**src/rtl/i2c_target_responder.sv**
```systemverilog
// i2c_target_responder: I2C target with an internal bank of 8-bit registers.
//
// A write transaction loads the register pointer from the first data byte,
// then stores each later byte at the pointer and advances it. A read
// transaction returns bytes from the pointer onwards. The pointer wraps modulo
// NUM_REGS and is kept across a repeated START. SCL is never stretched.
//
// Ports:
//   clk        system clock; all state changes on its rising edge
//   s_reset    synchronous, active-high reset
//   i2c_scl    raw bus SCL (asynchronous to clk)
//   i2c_sda    raw bus SDA (asynchronous to clk)
//   sda_pull   1 = drive SDA low (open-drain enable), 0 = release
//   wr_strobe  one-cycle pulse when a data byte is written to a register
//   wr_ptr     register index of the current wr_strobe
//   wr_data    data byte of the current wr_strobe
//   busy       high from an addressed START until STOP or NACK on read
module i2c_target_responder #(
  parameter logic [6:0]   TARGET_ADDR = 7'h50,
  parameter int unsigned  NUM_REGS    = 16,
  localparam int unsigned PTR_W       = $clog2(NUM_REGS)
) (
  input  logic             clk,
  input  logic             s_reset,
  input  logic             i2c_scl,
  input  logic             i2c_sda,
  output logic             sda_pull,
  output logic             wr_strobe,
  output logic [PTR_W-1:0] wr_ptr,
  output logic [7:0]       wr_data,
  output logic             busy
);

  typedef enum logic [3:0] {
    StIdle, StAddr, StAddrAck, StPtr, StWrData, StWrAck, StRdData, StRdAck, StWaitStop
  } state_e;

  // Synchronizers (meta, sync) plus one history flop for edge detection.
  logic scl_meta_q, scl_sync_q, scl_hist_q;
  logic sda_meta_q, sda_sync_q, sda_hist_q;

  state_e           state_q, state_d;
  logic [2:0]       cnt_q, cnt_d;
  logic [6:0]       shreg_q, shreg_d;
  logic [PTR_W-1:0] ptr_q, ptr_d;
  logic             rw_q, rw_d;
  logic             nack_q, nack_d;
  // Set once the ninth (acknowledge) clock has risen in an ACK state.
  logic             ack_clk_q, ack_clk_d;
  logic             sda_pull_q, sda_pull_d;
  logic             busy_q, busy_d;
  logic             wr_strobe_q, wr_strobe_d;
  logic [PTR_W-1:0] wr_ptr_q, wr_ptr_d;
  logic [7:0]       wr_data_q, wr_data_d;
  logic             reg_we;
  logic [7:0]       regs_q [NUM_REGS];

  logic       scl_rise, scl_fall, start_det, stop_det, rd_bit;
  logic [7:0] byte_d;

  assign scl_rise  = scl_sync_q & ~scl_hist_q;
  assign scl_fall  = ~scl_sync_q & scl_hist_q;
  assign start_det = scl_sync_q & scl_hist_q & sda_hist_q & ~sda_sync_q;
  assign stop_det  = scl_sync_q & scl_hist_q & ~sda_hist_q & sda_sync_q;
  assign byte_d    = {shreg_q, sda_sync_q};
  // Bit to present next; cnt_q is 0 in the ACK states, selecting the MSB.
  assign rd_bit    = regs_q[ptr_q][3'd7 - cnt_q];

  always_comb begin
    state_d     = state_q;
    cnt_d       = cnt_q;
    shreg_d     = shreg_q;
    ptr_d       = ptr_q;
    rw_d        = rw_q;
    nack_d      = nack_q;
    ack_clk_d   = ack_clk_q;
    sda_pull_d  = sda_pull_q;
    busy_d      = busy_q;
    wr_strobe_d = 1'b0;
    wr_ptr_d    = wr_ptr_q;
    wr_data_d   = wr_data_q;
    reg_we      = 1'b0;

    if (stop_det) begin
      state_d    = StIdle;
      cnt_d      = '0;
      ack_clk_d  = 1'b0;
      sda_pull_d = 1'b0;
      busy_d     = 1'b0;
    end else if (start_det) begin
      // Any partial byte is dropped; the pointer survives a repeated START.
      state_d    = StAddr;
      cnt_d      = '0;
      ack_clk_d  = 1'b0;
      sda_pull_d = 1'b0;
    end else begin
      unique case (state_q)
        StIdle, StWaitStop: begin
        end
        StAddr: begin
          if (scl_rise) begin
            shreg_d = byte_d[6:0];
            cnt_d   = cnt_q + 3'd1;
            if (cnt_q == 3'd7) begin
              rw_d      = sda_sync_q;
              ack_clk_d = 1'b0;
              if (byte_d[7:1] == TARGET_ADDR) begin
                state_d = StAddrAck;
                busy_d  = 1'b1;
              end else begin
                state_d = StWaitStop;
                busy_d  = 1'b0;
              end
            end
          end
        end
        StPtr, StWrData: begin
          if (scl_rise) begin
            shreg_d = byte_d[6:0];
            cnt_d   = cnt_q + 3'd1;
            if (cnt_q == 3'd7) begin
              state_d   = StWrAck;
              ack_clk_d = 1'b0;
              if (state_q == StPtr) begin
                ptr_d = byte_d[PTR_W-1:0];
              end else begin
                reg_we      = 1'b1;
                wr_strobe_d = 1'b1;
                wr_ptr_d    = ptr_q;
                wr_data_d   = byte_d;
                ptr_d       = ptr_q + PTR_W'(1);
              end
            end
          end
        end
        StAddrAck, StWrAck: begin
          if (scl_rise) begin
            ack_clk_d = 1'b1;
          end else if (scl_fall) begin
            if (!ack_clk_q) begin
              sda_pull_d = 1'b1;
            end else begin
              ack_clk_d  = 1'b0;
              cnt_d      = '0;
              sda_pull_d = 1'b0;
              if (state_q == StWrAck) begin
                state_d = StWrData;
              end else if (rw_q) begin
                state_d    = StRdData;
                sda_pull_d = ~rd_bit;
              end else begin
                state_d = StPtr;
              end
            end
          end
        end
        StRdData: begin
          if (scl_rise) begin
            cnt_d = cnt_q + 3'd1;
            if (cnt_q == 3'd7) begin
              state_d   = StRdAck;
              ack_clk_d = 1'b0;
              ptr_d     = ptr_q + PTR_W'(1);
            end
          end else if (scl_fall) begin
            sda_pull_d = ~rd_bit;
          end
        end
        StRdAck: begin
          if (scl_rise) begin
            ack_clk_d = 1'b1;
            nack_d    = sda_sync_q;
          end else if (scl_fall) begin
            sda_pull_d = 1'b0;
            if (ack_clk_q) begin
              ack_clk_d = 1'b0;
              cnt_d     = '0;
              if (nack_q) begin
                state_d = StWaitStop;
                busy_d  = 1'b0;
              end else begin
                state_d    = StRdData;
                sda_pull_d = ~rd_bit;
              end
            end
          end
        end
        default: begin
          state_d    = StIdle;
          sda_pull_d = 1'b0;
        end
      endcase
    end
  end

  always_ff @(posedge clk) begin
    if (s_reset) begin
      scl_meta_q  <= 1'b1;
      scl_sync_q  <= 1'b1;
      scl_hist_q  <= 1'b1;
      sda_meta_q  <= 1'b1;
      sda_sync_q  <= 1'b1;
      sda_hist_q  <= 1'b1;
      state_q     <= StIdle;
      cnt_q       <= '0;
      shreg_q     <= '0;
      ptr_q       <= '0;
      rw_q        <= 1'b0;
      nack_q      <= 1'b0;
      ack_clk_q   <= 1'b0;
      sda_pull_q  <= 1'b0;
      busy_q      <= 1'b0;
      wr_strobe_q <= 1'b0;
      wr_ptr_q    <= '0;
      wr_data_q   <= '0;
    end else begin
      scl_meta_q  <= i2c_scl;
      scl_sync_q  <= scl_meta_q;
      scl_hist_q  <= scl_sync_q;
      sda_meta_q  <= i2c_sda;
      sda_sync_q  <= sda_meta_q;
      sda_hist_q  <= sda_sync_q;
      state_q     <= state_d;
      cnt_q       <= cnt_d;
      shreg_q     <= shreg_d;
      ptr_q       <= ptr_d;
      rw_q        <= rw_d;
      nack_q      <= nack_d;
      ack_clk_q   <= ack_clk_d;
      sda_pull_q  <= sda_pull_d;
      busy_q      <= busy_d;
      wr_strobe_q <= wr_strobe_d;
      wr_ptr_q    <= wr_ptr_d;
      wr_data_q   <= wr_data_d;
    end
  end

  always_ff @(posedge clk) begin
    if (s_reset) begin
      for (int unsigned i = 0; i < NUM_REGS; i++) begin
        regs_q[i] <= 8'h00;
      end
    end else if (reg_we) begin
      regs_q[ptr_q] <= byte_d;
    end
  end

  assign sda_pull  = sda_pull_q;
  assign busy      = busy_q;
  assign wr_strobe = wr_strobe_q;
  assign wr_ptr    = wr_ptr_q;
  assign wr_data   = wr_data_q;

endmodule

```
**config.mk**
```make
export PLATFORM = sky130hd
export DESIGN_NAME = i2c_target_responder
export DESIGN_NICKNAME = d
export VERILOG_FILES = /design/src/rtl/i2c_target_responder.sv
export SDC_FILE = /design/constraint.sdc
export NUM_CORES = 1
export LEC_CHECK = 0
export BUFFER_PORTS_ARGS = -buffer_cell sky130_fd_sc_hd__clkbuf_2
export CORE_MARGIN = 3
export CORE_UTILIZATION = 60
export CTS_CLUSTER_SIZE = 20
export DETAILED_ROUTE_END_ITERATION = 12
export PLACE_DENSITY_LB_ADDON = 0.12
export REMOVE_ABC_BUFFERS = 1
export SLEW_MARGIN = 10
export SYNTH_ARGS = -nofsm -noshare
export SYNTH_HDL_FRONTEND = slang
export SYNTH_SLANG_ARGS = --single-unit
```
**constraint.sdc**
```tcl
create_clock -name clk -period 5.1 [get_ports clk]
set_input_delay 0.255 -clock clk [delete_from_list [all_inputs] [get_ports clk]]
set_output_delay 0.255 -clock clk [all_outputs]
set_load 0.005 [all_outputs]
```
==> run_results.csv, run 1 <==
group,metric,value,unit
status,run_status,"finished clean",
sta,period_needed,2.78,ns
worst_setup_path,cp-start-kind,"flip-flop",
synth,synth_edf_count,128,
cells_and_area,register_area,4770,um2
power,leakagePower,3.14,nW
route,ant_nets,0,
worst_setup_path,crit_arrival,3.09,ns
clock_network,cts-resized-gates,0,
power,p_per_area,336,nW/um2
worst_setup_path,endpoint_kind,"flip-flop",
clock_network,ctsLongestPathBuffers,2,
route,wl_met3,1780,um
clock_network,clock_sinks,174,
route,firstDrtPassIters,5,
power,vdd.ir_drop.worst,296,uV
worst_setup_path,worstPathMaxFanout,38,
sta,finalSetupViolCount,0,
sta,finalCritPeriodShare,54.4,%
worst_setup_path,path_cells,"mux2i_1 > mux4_2 > and3b_1 > a311o_1 > a2111oi_0 > a211oi_1",
flow_run,maxCapViolCount,0,
place,place.gp.congestion,0.924,
floorplan,die_h,122,um
route,viasPerCell,6.35,
synth,ys_types,55,
floorplan,initial_core_util,62.7,%
sta,skew,0.0123,ns
floorplan,pin_count,19,
floorplan,row_count,41,
sta,rsz0062_at_grt,"no",
route,met2WireLength,9280,um
cells_and_area,fin_nets,661,
clock_network,cts_max_level,4,
grt,antenna_found_initial,0,
worst_hold_path,min_path_type,"input port to flip-flop",
route,dr_total_vias,5311,
clock_network,clock_latency,0.44,ns
cells_and_area,multiInputGateArea,3130,um2
place,place_hpwl,12500,um
synth,synth_top_area_share,47.4,%
worst_setup_path,reg2reg_depth,6,
synth,synth.avg_cell_area,12.5,um2
grt,grt_pass1_wl,29900,um
grt,overflow,0,
sta,hold_viol_final,0,
clock_network,clk_pin_slew,0.07,ns
worst_setup_path,max_stage_delay,1.01,ns
sta,tightest_slew,1.05,ns
synth,synth_ff_type,"edfxtp_1",
synth,ys_top_cells_by_area,"edfxtp_1, dfxtp_1, and2_1, mux4_2, mux2i_1",
cells_and_area,antenna_cells,0,
floorplan,design.core.area,12900,um2
sta,timing.final.ws_setup,2.32,ns
grt,grt_pass1_vias,5144,
sta,setup_tns,0,ns
cells_and_area,final_common_cell,"edfxtp_1",
worst_setup_path,critical_path_required,5.42,ns
synth,synth_seq_cells,174,
floorplan,die_x,122,um
cells_and_area,drive_above_1_share,17.2,%
grt,grt_max_degree,49,
route,top_layer,"met4",
worst_hold_path,holdPathStages,2,
synth,yosys_warnings,0,
clock_network,cts_made_buffers,17,
worst_setup_path,criticalPathCategory,"flip-flop to flip-flop",
floorplan,die_area,14900,um2
route,drtIter0Drc,725,
clock_network,cts-root-buf,"clkbuf_16",
cells_and_area,syn_to_final_growth,9.94,%
synth,syn-cell-area,8100,um2
route,wl_per_cell,23.1,um
route,wl_met1,7800,um
synth,yosysTopAreaCell,"edfxtp_1",
clock_network,cts_tree,"yes",
place,dp_slack,2.37,ns
sta,slew-limit-headroom,30.0,%
place,placed_area,8290,um2
cells_and_area,fillers,916,
synth,syn_inst,649,
worst_setup_path,cpMaxStageDelayCell,"dfxtp_2",
sta,drv_slew,0,
route,drc_errors,0,
place,port_buffers,18,
synth,synth-async-reset-ratio,0,%
route,drt_wl_total,19300,um
cells_and_area,fin_area,8910,um2
grt,grt.total_usage,27.6,%
sta,fmax,0.360,GHz
cells_and_area,mostFrequentLayoutCells,"edfxtp_1, and2_1, nor2_1",
synth,seq_area_frac_synth,58.8,%
## final timing paths
path | startpoint | to | slack, ns
hold reg to reg | scl_meta_q$_SDFF_PP1_ | scl_sync_q$_SDFF_PP1_ | 0.45
setup reg to reg | flip-flop | sda_pull$_SDFFE_PP0P_ | 2.32
setup / recovery | flip-flop | sda_pull$_SDFFE_PP0P_ | 2.32
hold / removal | i2c_sda | sda_meta_q$_SDFF_PP1_ | 0.01
## Yosys cell counts, types with 2 or more instances
| cell type | n |
|---|---|
| a211oi_1 | 7 |
| a21oi_1 | 14 |
| a22o_1 | 2 |
| a22oi_1 | 4 |
| a31oi_1 | 4 |
| a41oi_1 | 2 |
| and2_1 | 112 |
| buf_1 | 2 |
| buf_2 | 9 |
| clkbuf_1 | 31 |
| dfxtp_1 | 46 |
| edfxtp_1 | 128 |
| ha_1 | 6 |
| inv_1 | 6 |
| mux2_2 | 2 |
| mux2i_1 | 44 |
| mux4_2 | 26 |
| nand2_1 | 22 |
| nand2b_1 | 9 |
| nand3_1 | 12 |
| nor2_1 | 56 |
| nor2b_1 | 9 |
| nor3_1 | 17 |
| nor3_2 | 4 |
| nor4_1 | 6 |
| o21a_1 | 2 |
| o21ai_0 | 12 |
| o22ai_1 | 2 |
| o311ai_0 | 2 |
| o31ai_1 | 2 |
| or2_2 | 22 |
| or3_1 | 4 |
## layout make-up
class / instances / share of cell area [%]
Clock inverter: 13 / 2.01
Tap cell: 172 / 2.42
Timing Repair Buffer: 26 / 1.71
Inverter: 8 / 0.337
Sequential cell: 174 / 53.5
Multi-Input combinational cell: 424 / 35.2
Clock buffer: 19 / 4.86
## registers in the layout, summed over array words and instances, names as in the netlist, named ones only
name / cells
regs_q: 128
wr_data: 8
shreg_q: 7
ptr_q: 4
state_q: 4
wr_ptr: 4
cnt_q: 3
ack_clk_q: 1
busy: 1
nack_q: 1
rw_q: 1
scl_hist_q: 1
scl_meta_q: 1
scl_sync_q: 1
sda_hist_q: 1
sda_meta_q: 1
sda_pull: 1
sda_sync_q: 1
wr_strobe: 1
## metrics by stage
| step | util [%] | hold WS (ns) | cells | power, mW |
|---|---|---|---|---|
| 6_report | 68.9 | 0.0110 | 836 | 3.00 |
| 5_1_grt | 68.9 | 0.0166 | 836 | 3.06 |
| 4_1_cts | 68.9 | 0.00425 | 836 | 3.00 |
| 3_5_place_dp | 64.1 | 0.432 | 803 | 1.67 |
| 3_3_place_gp | 64.1 | 0.417 | 803 | 1.66 |
| 2_1_floorplan | - | 0.327 | 606 | 1.63 |
## repair_timing
item	4_1_cts	5_1_grt
setup endpoints to repair	0	0
endpoints found under the hold margin	1	0
setup buffers	0	0
hold buffers	1	0
## cell families (layout without fill, tap and decap cells)
| kind of cell | count (synthesis) | count (layout) | synth area share, % |
|---|---|---|---|
| muxes | 72 | 72 | 12.9 |
| xor gates and xnor gates | 2 | 2 | 0.216 |
| adders and majority gates | 6 | 6 | 0.926 |
| DFF | 174 | 174 | 58.8 |
| and+or+nand+nor | 280 | 280 | 19.3 |
| buffers and inverters | 51 | 66 | 2.55 |
| AOI/OAI and AO/OA | 64 | 64 | 5.31 |
## worst max-delay path, delay by kind of cell (launching register included)
kind / cells / cell delay, ns
muxes: 2 / 0.69
AOI/OAI and AO/OA: 3 / 0.74
and+or+nand+nor: 1 / 0.19
DFF: 1 / 1.01
## routing by layer
layer  GRT usage, %  up-vias
li1               -     2366
met1           38.0     2659
met2           42.7      246
met3           7.60       40
met4           10.1        0
met5              0        -
## report_power, final
group	total [mW]	leakage (nW)	internal (mW)	switching, mW
clock	1.36	0.289	0.783	0.577
combinational	0.0679	1.16	0.0240	0.0438
sequential	1.57	1.69	1.55	0.0198
No activity file was read; power rests on OpenSTA's default activity.
==> run 2: changes to the inputs <==
CORE_UTILIZATION = 56   (was 60)
clock period = 2.3 ns   (was 5.1 ns; I/O delays follow)
==> run 2 against run 1 <==
  * First-iteration DRC count fell by 16%
  * Non-clock buffer count rose by 49
  * Clock-buffer cell count rose by 5
  * Hold slack improved by 0.061 ns
  * Largest cell class unchanged
  * Largest power group unchanged
==> run_results.csv, run 2 (synthesis gave the netlist of run 1 again) <==
group,metric,value,unit
status,run_status,"finished clean",
sta,hold_ws,0.0723,ns
sta,timing.final.ws_setup,0.105,ns
place,place.gp.congestion,0.916,
worst_setup_path,max_stage_delay,0.34,ns
sta,finalSetupViolCount,0,
sta,period_needed,2.20,ns
grt,grt.busiest_layer,"met2",
power,p_per_area,692,nW/um2
worst_hold_path,min_path_type,"input port to flip-flop",
place,dp_slack,0.151,ns
cells_and_area,largest_reg_flops,128,
worst_setup_path,worstPathMaxFanout,8,
grt,grt_max_degree,49,
cells_and_area,fillers,1037,
floorplan,design.core.area,14000,um2
cells_and_area,regMostFlops,"regs_q",
grt,met1_usage,36.8,%
clock_network,cts-root-buf,"clkbuf_16",
worst_setup_path,critical_path_required,2.41,ns
grt,grt_pass1_wl,29800,um
clock_network,cts_made_buffers,17,
cells_and_area,instances_no_fill,893,
route,ant_nets,0,
floorplan,die_h,126,um
sta,rsz0062_at_grt,"no",
cells_and_area,mostFrequentLayoutCells,"edfxtp_1, and2_1, nor2_1",
floorplan,initial_core_util,57.7,%
sta,setup_tns,0,ns
cells_and_area,antenna_cells,0,
route,firstDrtPassIters,5,
worst_setup_path,path_cells,"ha_1 > ha_1 > nand2_1 > nor4_4 > nand2_1 > buf_4 > nor2_1 > or2_2",
sta,finalCritPeriodShare,95.4,%
clock_network,clock_latency,0.42,ns
floorplan,die_area,16000,um2
place,port_buffers,18,
clock_network,clk_pin_slew,0.06,ns
clock_network,clock_sinks,174,
grt,grt_use_met2,37.9,%
worst_setup_path,endpoint_kind,"flip-flop",
grt,grt.total_usage,24.8,%
power,vdd.ir_drop.worst,527,uV
cells_and_area,fin_nets,710,
sta,hold_viol_final,0,
grt,overflow,0,
place,place_hpwl,12800,um
route,drtIter0Drc,612,
route,drt_wl_total,19100,um
flow_run,maxCapViolCount,0,
clock_network,post-cts-setup-buffers,0,
clock_network,ctsLongestPathBuffers,2,
cells_and_area,syn_to_final_growth,14.6,%
floorplan,die_x,126,um
cells_and_area,drive_above_1_share,22.9,%
power,leakagePower,3.41,nW
route,wl_per_cell,21.4,um
cells_and_area,fin_util,66.1,%
route,drc_errors,0,
route,viasPerCell,5.98,
clock_network,cts_tree,"yes",
route,dr_total_vias,5336,
sta,skew,0.00794,ns
worst_setup_path,cp-start-kind,"flip-flop",
cells_and_area,final_common_cell,"edfxtp_1",
floorplan,pin_count,19,
grt,use_met3,4.29,%
grt,grt_pass1_vias,5254,
grt,antenna_found_initial,0,
sta,slew-limit-headroom,54.0,%
sta,drv_slew,0,
sta,tightest_slew,0.686,ns
worst_setup_path,crit_arrival,2.31,ns
worst_setup_path,cpMaxStageDelayCell,"dfxtp_1",
place,dp_cells,859,
sta,fmax,0.456,GHz
clock_network,cts_max_level,4,
floorplan,row_count,43,
worst_setup_path,criticalPathCategory,"flip-flop to flip-flop",
run 2: cell types whose count changed in the layout (fill, tap and decap cells not counted), sizes merged:
cell and change:
clkbuf +5, bufinv -3, inv -1, dlygate4sd3 +1, clkinv +1, buf +48
clkinvlp -2
run 2: critical path, delay by kind of cell, from the launching register on:
family	cells	cell delay, ns
fa+ha+maj	2	0.44
buf+inv	1	0.19
simple gates	5	0.92
flops	1	0.34
run 2: path summary, 6_finish.rpt:
kind,depth (start not counted),to,slack (ns),startpoint
worst min-delay path,3,wr_strobe$_SDFF_PP0_,0.07,s_reset
worst max-delay path,8,regs_q[15][6]$_SDFFCE_PN0P_,0.10,cnt_q[0]$_SDFFE_PP0P_
worst max register to register,8,regs_q[15][6]$_SDFFCE_PN0P_,0.10,cnt_q[0]$_SDFFE_PP0P_
worst min register to register,1,scl_sync_q$_SDFF_PP1_,0.43,scl_meta_q$_SDFF_PP1_
run 2: routing by layer:
layer	vias up	wire length, um
li1	2472	-
met1	2637	8490
met2	196	8990
met3	31	1180
met4	0	408
met5	-	0
run 2: stage by stage:
stage	cell area, um2	power (mW)
global route	9290	6.65
detailed placement	8670	3.70
CTS	9280	6.46
finish	9290	6.43
floorplan	7930	3.62
global placement	8670	3.69
run 2: timing repair:
item,4_1_cts,5_1_grt
hold buffers,2,0
gates resized for setup,0,4
endpoints found under the hold margin,2,0
endpoints found under the setup margin,0,22
run 2: area by class of cell:
class / instances / area (um2) / area share (%)
inverter: 8 / 30.0 / 0.323
sequential: 174 / 4770 / 51.3
tap: 180 / 225 / 2.43
clock inverter: 8 / 48.8 / 0.525
clock buffer: 24 / 536 / 5.77
timing repair buffer: 75 / 539 / 5.81
multi-input combinational: 424 / 3140 / 33.8
run 2: where the power goes:
part	switching [mW]	internal, mW	total, mW	leakage, nW
Sequential	0.0326	3.44	3.47	1.69
Combinational	0.103	0.0606	0.164	1.42
Clock	1.17	1.63	2.80	0.298
